## src/rtl/div_share_ctrl.sv

```systemverilog
// div_share_ctrl
//   Shares a single unsigned divide unit between two requesters. An idle
//   controller grants one requester (round-robin on ties), drives the
//   captured operands onto div_a/div_b, waits WAIT_CYCLES for the divider
//   to settle, then returns quotient/remainder (or a divide-by-zero flag)
//   on the granted requester's response channel.
//
// Ports
//   clk, rst                  clock, synchronous active-high reset
//   reqN_valid/ready/a/b      request channel N (N = 0, 1); ready is combinational
//   respN_valid/ready         response channel N
//   respN_quotient/remainder  registered result for requester N
//   respN_dbz                 denominator of the returned operation was zero
//   div_a, div_b              registered operands to the divide unit
//   div_quotient/remainder    divide unit outputs
//   busy                      registered, high while an operation is in flight
module div_share_ctrl #(
  parameter int WIDTH       = 8,
  parameter int WAIT_CYCLES = 1
) (
  input  logic             clk,
  input  logic             rst,
  input  logic             req0_valid,
  output logic             req0_ready,
  input  logic [WIDTH-1:0] req0_a,
  input  logic [WIDTH-1:0] req0_b,
  input  logic             req1_valid,
  output logic             req1_ready,
  input  logic [WIDTH-1:0] req1_a,
  input  logic [WIDTH-1:0] req1_b,
  output logic             resp0_valid,
  input  logic             resp0_ready,
  output logic [WIDTH-1:0] resp0_quotient,
  output logic [WIDTH-1:0] resp0_remainder,
  output logic             resp0_dbz,
  output logic             resp1_valid,
  input  logic             resp1_ready,
  output logic [WIDTH-1:0] resp1_quotient,
  output logic [WIDTH-1:0] resp1_remainder,
  output logic             resp1_dbz,
  output logic [WIDTH-1:0] div_a,
  output logic [WIDTH-1:0] div_b,
  input  logic [WIDTH-1:0] div_quotient,
  input  logic [WIDTH-1:0] div_remainder,
  output logic             busy
);

  localparam logic [3:0] CNT_LOAD = 4'(WAIT_CYCLES - 1);

  typedef enum logic [1:0] {
    S_IDLE,
    S_WAIT,
    S_RESP
  } state_t;

  state_t           state;
  state_t           state_nxt;
  logic             last;      // 1: requester 1 was served most recently
  logic             gnt;       // owner of the operation in flight
  logic             pick;      // requester that would win arbitration now
  logic             any_valid;
  logic [3:0]       cnt;
  logic [2*WIDTH:0] res;       // {dbz, quotient, remainder}

  // A zero denominator forces a clean zero result regardless of what the
  // divide unit produces for that case.
  function automatic logic [2*WIDTH:0] guard_result(
    input logic [WIDTH-1:0] den,
    input logic [WIDTH-1:0] q,
    input logic [WIDTH-1:0] r
  );
    logic [2*WIDTH:0] out;
    if (den == '0) out = {1'b1, {(2*WIDTH){1'b0}}};
    else           out = {1'b0, q, r};
    return out;
  endfunction

  assign any_valid = req0_valid | req1_valid;
  // On a tie the requester not served last wins; otherwise the sole valid one.
  assign pick      = (req0_valid && req1_valid) ? ~last : req1_valid;
  assign res       = guard_result(div_b, div_quotient, div_remainder);

  always_ff @(posedge clk) begin
    if (rst) state <= S_IDLE;
    else     state <= state_nxt;
  end

  always_comb begin
    state_nxt  = state;
    req0_ready = 1'b0;
    req1_ready = 1'b0;
    case (state)
      S_IDLE: begin
        if (any_valid) begin
          req0_ready = ~pick;
          req1_ready = pick;
          state_nxt  = S_WAIT;
        end
      end
      S_WAIT: begin
        if (cnt == 4'd0) state_nxt = S_RESP;
      end
      S_RESP: begin
        if (gnt ? resp1_ready : resp0_ready) state_nxt = S_IDLE;
      end
      default: state_nxt = S_IDLE;
    endcase
  end

  always_ff @(posedge clk) begin
    if (rst) begin
      last            <= 1'b1;
      gnt             <= 1'b0;
      cnt             <= 4'd0;
      busy            <= 1'b0;
      div_a           <= '0;
      div_b           <= '0;
      resp0_valid     <= 1'b0;
      resp0_quotient  <= '0;
      resp0_remainder <= '0;
      resp0_dbz       <= 1'b0;
      resp1_valid     <= 1'b0;
      resp1_quotient  <= '0;
      resp1_remainder <= '0;
      resp1_dbz       <= 1'b0;
    end else begin
      busy <= (state_nxt != S_IDLE);
      case (state)
        // Issue: latch the winner's operands onto the divider inputs
        S_IDLE: begin
          if (any_valid) begin
            div_a <= pick ? req1_a : req0_a;
            div_b <= pick ? req1_b : req0_b;
            gnt   <= pick;
            cnt   <= CNT_LOAD;
          end
        end
        // Settle: operands held, result captured once the count expires
        S_WAIT: begin
          if (cnt != 4'd0) begin
            cnt <= cnt - 4'd1;
          end else if (!gnt) begin
            {resp0_dbz, resp0_quotient, resp0_remainder} <= res;
            resp0_valid <= 1'b1;
          end else begin
            {resp1_dbz, resp1_quotient, resp1_remainder} <= res;
            resp1_valid <= 1'b1;
          end
        end
        // Return: hold the result until the owner takes it
        S_RESP: begin
          if (!gnt && resp0_ready) begin
            resp0_valid <= 1'b0;
            last        <= 1'b0;
          end else if (gnt && resp1_ready) begin
            resp1_valid <= 1'b0;
            last        <= 1'b1;
          end
        end
        default: ;
      endcase
    end
  end

endmodule

```

## config.mk

```make
export PLATFORM = sky130hd
export DESIGN_NAME = div_share_ctrl
export DESIGN_NICKNAME = d
export VERILOG_FILES = /design/src/rtl/div_share_ctrl.sv
export SDC_FILE = /design/constraint.sdc
export NUM_CORES = 1
export LEC_CHECK = 0
export ABC_AREA = 1
export CAP_MARGIN = 20
export CORE_AREA = 2 2 86 88
export CTS_CLUSTER_SIZE = 10
export DETAILED_ROUTE_END_ITERATION = 12
export DIE_AREA = 0 0 88 90
export GPL_ROUTABILITY_DRIVEN = 0
export GPL_TIMING_DRIVEN = 0
export PLACE_DENSITY = 0.74
export SLEW_MARGIN = 25
export SYNTH_ARGS = -nofsm -noshare
export SYNTH_HDL_FRONTEND = slang
export SYNTH_SLANG_ARGS = --single-unit
```

## constraint.sdc

```tcl
create_clock -name clk -period 1.4 [get_ports clk]
set_clock_uncertainty 0.15 [all_clocks]
set_input_delay 0.21 -clock clk [delete_from_list [all_inputs] [get_ports clk]]
set_output_delay 0.21 -clock clk [all_outputs]
set_load 0.005 [all_outputs]
```

==> flow_metrics.py, run 1 <==
metrics = {
    "status": {
        "status": "complete, but fails checks",
        "violations": "setup timing",
    },
    "timing": {
        "tightest_slew_ns": 0.6829,
        "slew_violations": 0,
        "fin_tns_setup_ns": -3.274,
        "hold_viol_final": 0,
        "fin_crit_sh_pct": 113.0,
        "finalWorstSetupSlack_ns": -0.1821,
        "setup_viol": 43,
        "rsz0062_at_grt": "yes",
        "max_slew_margin_pct": 54.47,
        "min_period_ns": 1.582,
        "fmax_ghz": 0.6321,
    },
    "detailed_routing": {
        "dr_wl_met2_um": 4497,
        "routed-via-count": 2868,
        "top_layer": "met4",
        "routedWlPerCell_um": 13.83,
        "wl_met3_um": 523,
        "drt_iter0_markers": 96,
        "drc": 0,
        "ant_nets": 0,
        "first_pass_iters": 4,
        "viasPerCell": 4.596,
        "wl_met1_um": 3476,
        "routed_wl_um": 8629,
    },
    "setup_path": {
        "slowest_delay_ns": 0.34,
        "worstSetupPathType": "flip-flop to output port",
        "crit_slowest_cell": "dfxtp_2",
        "worstPathCellList": "nand2_2 -> nand2_2 -> buf_4 -> inv_4 -> nor2_4 -> buf_6",
        "cpLargestDelayFamily": "flip-flops",
        "rrSetupSlack_ns": -0.13,
        "cp-end-kind": "output port",
        "cp.arrival_ns": 1.22,
        "r2r-end": "cnt[3]$_SDFFE_PP0P_",
        "cp-start-kind": "flip-flop",
        "reg2reg_depth": 11,
        "cp.depth": 6,
        "cp_max_fo": 3,
        "crit_buf_inv": 3,
        "crit_top_cell": "nand2_2",
        "timing.rr.start": "cnt[0]$_SDFFE_PP0P_",
        "required_ns": 1.04,
    },
    "yosys": {
        "synth_nets": 428,
        "yosys.area.top_type": "dfxtp_1",
        "synthTopCellsByArea": "dfxtp_1 47%, nor2_1 14%, nand2_1 12%, o21ai_0 6.6%, inv_1 4.4%",
        "yosysWarnings": 0,
        "synth.top_cell.area_share_pct": 47.40,
        "synth.avg_cell_area_um2": 6.907,
        "ys_types": 19,
        "synthCells": 373,
        "syn-cell-area_um2": 2576,
        "synth-seq-cells": 61,
        "synth-seq-area-share_pct": 47.40,
    },
    "die": {
        "die_h_um": 90,
        "ioPinCount": 109,
        "die_area_um2": 7920,
        "core-area_um2": 7020,
        "rows": 31,
        "start_util_pct": 36.70,
        "dieWidth_um": 88,
    },
    "placement": {
        "io_buffers": 107,
        "dp_hpwl_um": 5509,
    },
    "job": {
        "maxCapViolCount": 0,
    },
    "cts": {
        "cts_buffer_depth": 2,
        "cts_max_level": 3,
        "numCtsBuffers": 9,
        "insertion_delay_ns": 0.33,
        "clk_pin_slew_ns": 0.07,
        "clock-root-buffer": "clkbuf_8",
        "cts_tree": "yes",
        "cts.sinks": 61,
    },
    "layout": {
        "fillers": 606,
        "final_nets": 574,
        "final_util_pct": 66.39,
        "area_growth_pct": 80.91,
        "most-common-layout-cells": "82 x nor2_1, 73 x nand2_1, 55 x dlygate4sd2_1",
        "mostFrequentLayoutCell": "nor2_1",
        "layout-drive-gt1-share_pct": 32.44,
    },
    "grt": {
        "grt_antenna_before_repair": 1,
        "grt_use_total_pct": 20.79,
        "grt_max_degree": 12,
        "grt-ovfl-total": 0,
        "grt_pass1_vias": 2801,
        "grt_pass1_wl_um": 12980,
    },
    "min_path": {
        "hold_start": "rst",
        "min_to": "cnt[2]$_SDFFE_PP0P_",
        "min-delay-path-class": "input port to flip-flop",
        "whs_path_depth": 2,
    },
    "power_and_ir_drop": {
        "ir_drop_mv": 0.8299,
        "power_uw": 7033,
        "p_leak_uw": 0.002265,
        "cellPowerDensity_nw_per_um2": 1509,
    },
}
-- per-layer routing --
metal,vias to the layer above,global-route usage [%]
li1,1464,-
met1,1300,24.80
met2,93,36.43
met3,11,5.326
met4,0,5.513
met5,-,0
-- worst reg2reg max path, delay by kind of cell, from the launching register on --
family / cells / cell delay [ns]
adder cells (fa/ha/maj): 1 / 0.17
AND/OR/NAND/NOR: 7 / 0.48
flip-flops: 1 / 0.33
buffers and inverters: 3 / 0.31
-- where the power goes --
part / switching [µW] / internal, µW
clock: 717 / 1180
combinational: 1410 / 1430
sequential: 221 / 2070
total: 2350 / 4680
-- cell type report --
class / count / area (µm²) / area share (%)
Clock inverter: 6 / 111.4 / 2.389
Buffer: 15 / 138.9 / 2.980
Clock buffer: 10 / 127.6 / 2.738
Sequential cell: 61 / 1260 / 27.03
Timing Repair Buffer: 134 / 1284 / 27.54
Multi-Input combinational cell: 267 / 1489 / 31.95
Antenna cell: 1 / 2.502 / 0.05369
Tap cell: 99 / 123.9 / 2.658
Inverter: 31 / 123.9 / 2.658
-- cells in the mapped netlist --
library cell / count
a21oi_1: 16
o21ai_1: 1
clkbuf_2: 1
nand3_1: 16
nand2_1: 84
nor3_1: 2
clkbuf_1: 5
nor2_1: 98
nor2_2: 7
buf_2: 6
nand2_2: 4
buf_6: 3
inv_1: 30
inv_2: 1
a21o_2: 1
ha_1: 1
dfxtp_1: 61
o21ai_0: 34
nor3_4: 2
-- worst max path at each step --
stage / end / from / slack, ns
2_1_floorplan: resp1_remainder[5]$_SDFFE_PP0P_ / cnt[0]$_SDFFE_PP0P_ / 0.008
3_3_place_gp: req0_ready / req1_valid / -0.83
3_5_place_dp: req0_ready / req1_valid / -0.85
4_1_cts: req0_ready / state[0]$_SDFF_PP0_ / -0.18
5_1_grt: req0_ready / state[0]$_SDFF_PP0_ / -0.23
6_report: req0_ready / last$_SDFFE_PP1P_ / -0.18
-- per-stage QoR --
step,hold WS [ns],std cells,instance area [µm²],setup slack (ns)
final,0.09064,624,4661,-0.1821
after global routing,0.08724,624,4661,-0.2275
after CTS,0.03739,617,4442,-0.1788
after detailed placement,0.2978,579,3810,-0.8457
after global placement,0.2887,579,3810,-0.8328
after floorplan,0.1732,373,2615,0.007778
-- flip-flops by register name (all words and copies together), names as in the netlist --
name,flops
resp1_valid,1
resp1_quotient,8
resp0_dbz,1
resp0_quotient,8
resp1_remainder,8
gnt,1
div_b,8
state,2
div_a,8
resp1_dbz,1
cnt,4
resp0_valid,1
last,1
busy,1
resp0_remainder,8
-- kinds of logic (layout without fill, tap and decap cells) --
group | count (synthesis) | count (layout) | synth area share [%]
AND/OR/NAND/NOR | 213 | 214 | 33.95
flip-flops | 61 | 61 | 47.40
AO/OA/AOI/OAI | 52 | 52 | 10.25
buffers and inverters | 46 | 196 | 7.916
adder cells (fa/ha/maj) | 1 | 1 | 0.4856
other | 0 | 1 | 0
-- timing repair --
action / CTS / global route
pin swaps: 32 / 38
hold buffers: 0 / 0
gates resized for setup: 183 / 59
setup buffers: 19 / 5
setup endpoints to repair: 112 / 58
gates cloned: 3 / 3
(Power assumes the default switching activity.)
==> inputs of run 2 (changes only) <==
Clock period 1.4 ns to 1.3 ns, I/O delays scaled along.
==> run 2 against run 1 <==
The flow still finishes with violations (setup timing). Critical path depth is 1 lower. Largest power group unchanged. Flip-flop and latch count stayed put. Sequential share of layout area is 1.1 points lower. Total power is 8.5% higher. Critical path type unchanged. First-iteration DRC count is 56% higher. Register-to-register slack worse by 0.11 ns. Utilization is 4.1 points higher. Worst setup slack worse by 0.086 ns. Final cell count is 2.1% higher. Via count is 5.0% higher.
==> flow_metrics.py, run 2 (synthesis gave the netlist of run 1 again) <==
metrics = {
    "die": {
        "start_util_pct": 36.70,
        "ioPinCount": 109,
        "die_area_um2": 7920,
        "die_h_um": 90,
        "rows": 31,
        "core-area_um2": 7020,
        "dieWidth_um": 88,
    },
    "setup_path": {
        "slowest_delay_ns": 0.36,
        "startpoint": "state[0]$_SDFF_PP0_",
        "cp_max_fo": 3,
        "cp-end-kind": "output port",
        "crit_top_cell": "nor2_4",
        "reg2reg_depth": 8,
        "required_ns": 0.95,
        "cp.arrival_ns": 1.22,
        "cp.depth": 5,
        "timing.rr.start": "cnt[0]$_SDFFE_PP0P_",
        "cp-start-kind": "flip-flop",
        "worstPathCellList": "nor2_4 -> o21ai_2 -> buf_6 -> nor2_4 -> buf_2",
        "cpLargestDelayFamily": "flip-flops",
        "crit_slowest_cell": "dfxtp_4",
        "worstSetupPathType": "flip-flop to output port",
        "crit_buf_inv": 2,
    },
    "power_and_ir_drop": {
        "p_sw_uw": 2687,
        "switching_share_pct": 35.20,
        "p_leak_uw": 0.002349,
        "power_frac_comb_pct": 43.8,
        "cellPowerDensity_nw_per_um2": 1542,
        "p_seq_share_pct": 32.7,
        "ir_drop_mv": 0.7745,
        "internal-power_uw": 4946,
        "power_uw": 7633,
        "p_clk_share_pct": 23.5,
    },
    "timing": {
        "rsz0062_at_grt": "yes",
        "hold_viol_final": 0,
        "setup_viol": 62,
        "slew_violations": 0,
        "max_slew_margin_pct": 53.92,
        "fmax_ghz": 0.6378,
        "fin_crit_sh_pct": 120.6,
        "finalWorstSetupSlack_ns": -0.2679,
        "min_period_ns": 1.568,
        "tightest_slew_ns": 0.6912,
    },
    "layout": {
        "mostFrequentLayoutCell": "nand2_1",
        "final_nets": 588,
        "fillers": 542,
        "num_antenna_cells": 0,
        "final_util_pct": 70.50,
        "layout-drive-gt1-share_pct": 44.42,
        "area_growth_pct": 92.13,
        "most-common-layout-cells": "70 x nand2_1, 62 x nor2_1, 51 x clkdlybuf4s50_1",
    },
    "detailed_routing": {
        "viasPerCell": 4.728,
        "routed_wl_um": 9139,
        "routed-via-count": 3012,
        "first_pass_iters": 4,
        "drc": 0,
        "ant_nets": 0,
        "routedWlPerCell_um": 14.35,
        "drt_iter0_markers": 150,
    },
    "placement": {
        "io_buffers": 107,
        "dp_hpwl_um": 5575,
        "pre_cts_slack_ns": -0.8767,
    },
    "cts": {
        "cts_tree": "yes",
        "clk_pin_slew_ns": 0.07,
        "numCtsBuffers": 9,
        "cts.sinks": 61,
        "clock-root-buffer": "clkbuf_8",
        "cts_max_level": 3,
        "insertion_delay_ns": 0.35,
        "cts_buffer_depth": 2,
    },
    "grt": {
        "grt_pass1_vias": 2860,
        "grt_pass1_wl_um": 13190,
        "grt-ovfl-total": 0,
        "grt_antenna_before_repair": 0,
        "grt_use_total_pct": 21.26,
        "grt_max_degree": 11,
    },
    "job": {
        "maxCapViolCount": 0,
    },
    "min_path": {
        "min-delay-path-class": "input port to flip-flop",
        "whs_path_depth": 2,
        "hold_start": "rst",
    },
    "status": {
        "status": "complete, but fails checks",
        "violations": "setup timing",
    },
}
## run 2: final cells by class
| cell class | count | area, µm² | area share [%] |
|---|---|---|---|
| sequential | 61 | 1281 | 25.88 |
| clock inverter | 3 | 42.54 | 0.8595 |
| timing repair buffer | 148 | 1414 | 28.56 |
| clock buffer | 13 | 168.9 | 3.413 |
| multi-input combinational | 267 | 1640 | 33.14 |
| buffer | 15 | 147.6 | 2.983 |
| inverter | 31 | 131.4 | 2.654 |
| tap | 99 | 123.9 | 2.503 |
## run 2: final timing paths
kind | endpoint | slack, ns
setup / recovery | req0_ready | -0.27
hold / removal | cnt[2]$_SDFFE_PP0P_ | 0.08
setup reg to reg | resp0_quotient[6]$_SDFFE_PP0P_ | -0.24
hold reg to reg | div_a[0]$_SDFFE_PP0P_ | 0.31
## run 2: metrics by stage
stage | instances | instance area, µm² | hold slack (ns) | setup TNS [ns]
after floorplan | 373 | 2644 | 0.1582 | -1.245
after global placement | 579 | 3839 | 0.2731 | -18.67
after detailed placement | 579 | 3839 | 0.2829 | -19.37
after global routing | 637 | 4950 | 0.08839 | -12.47
after CTS | 619 | 4436 | 0.03459 | -6.855
final | 637 | 4950 | 0.07968 | -9.146
## run 2: power by group through the flow
stage / Combinational (µW) / Clock [µW] / Sequential (µW)
6_report: 3340 / 1800 / 2500
3_3_place_gp: 2110 / 0 / 2420
5_1_grt: 3590 / 1890 / 2540
4_1_cts: 2510 / 1800 / 2460
2_1_floorplan: 1130 / 0 / 2430
3_5_place_dp: 2150 / 0 / 2430
## run 2: repair_timing
item | in CTS | in global routing
pin swaps | 46 | 50
setup buffers | 20 | 17
hold buffers | 0 | 0
setup endpoints to repair | 114 | 94
gates cloned | 5 | 3
resized for setup | 187 | 140
## run 2: layer usage
metal | global-route usage [%] | routed length, µm | up-vias | part of all wire [%]
met3 | 6.244 | 585 | 19 | 6.4
li1 | - | - | 1484 | -
met2 | 35.61 | 4649 | 105 | 51
met1 | 25.19 | 3704 | 1404 | 41
met5 | 0 | 0 | - | 0
met4 | 8.205 | 199 | 0 | 2.2
==> inputs of run 3 (changes only) <==
Settings changed: SLEW_MARGIN 25 to unset.
==> results of run 3 <==
No change in the layout: final DEF, timing and power equal those of run 2.
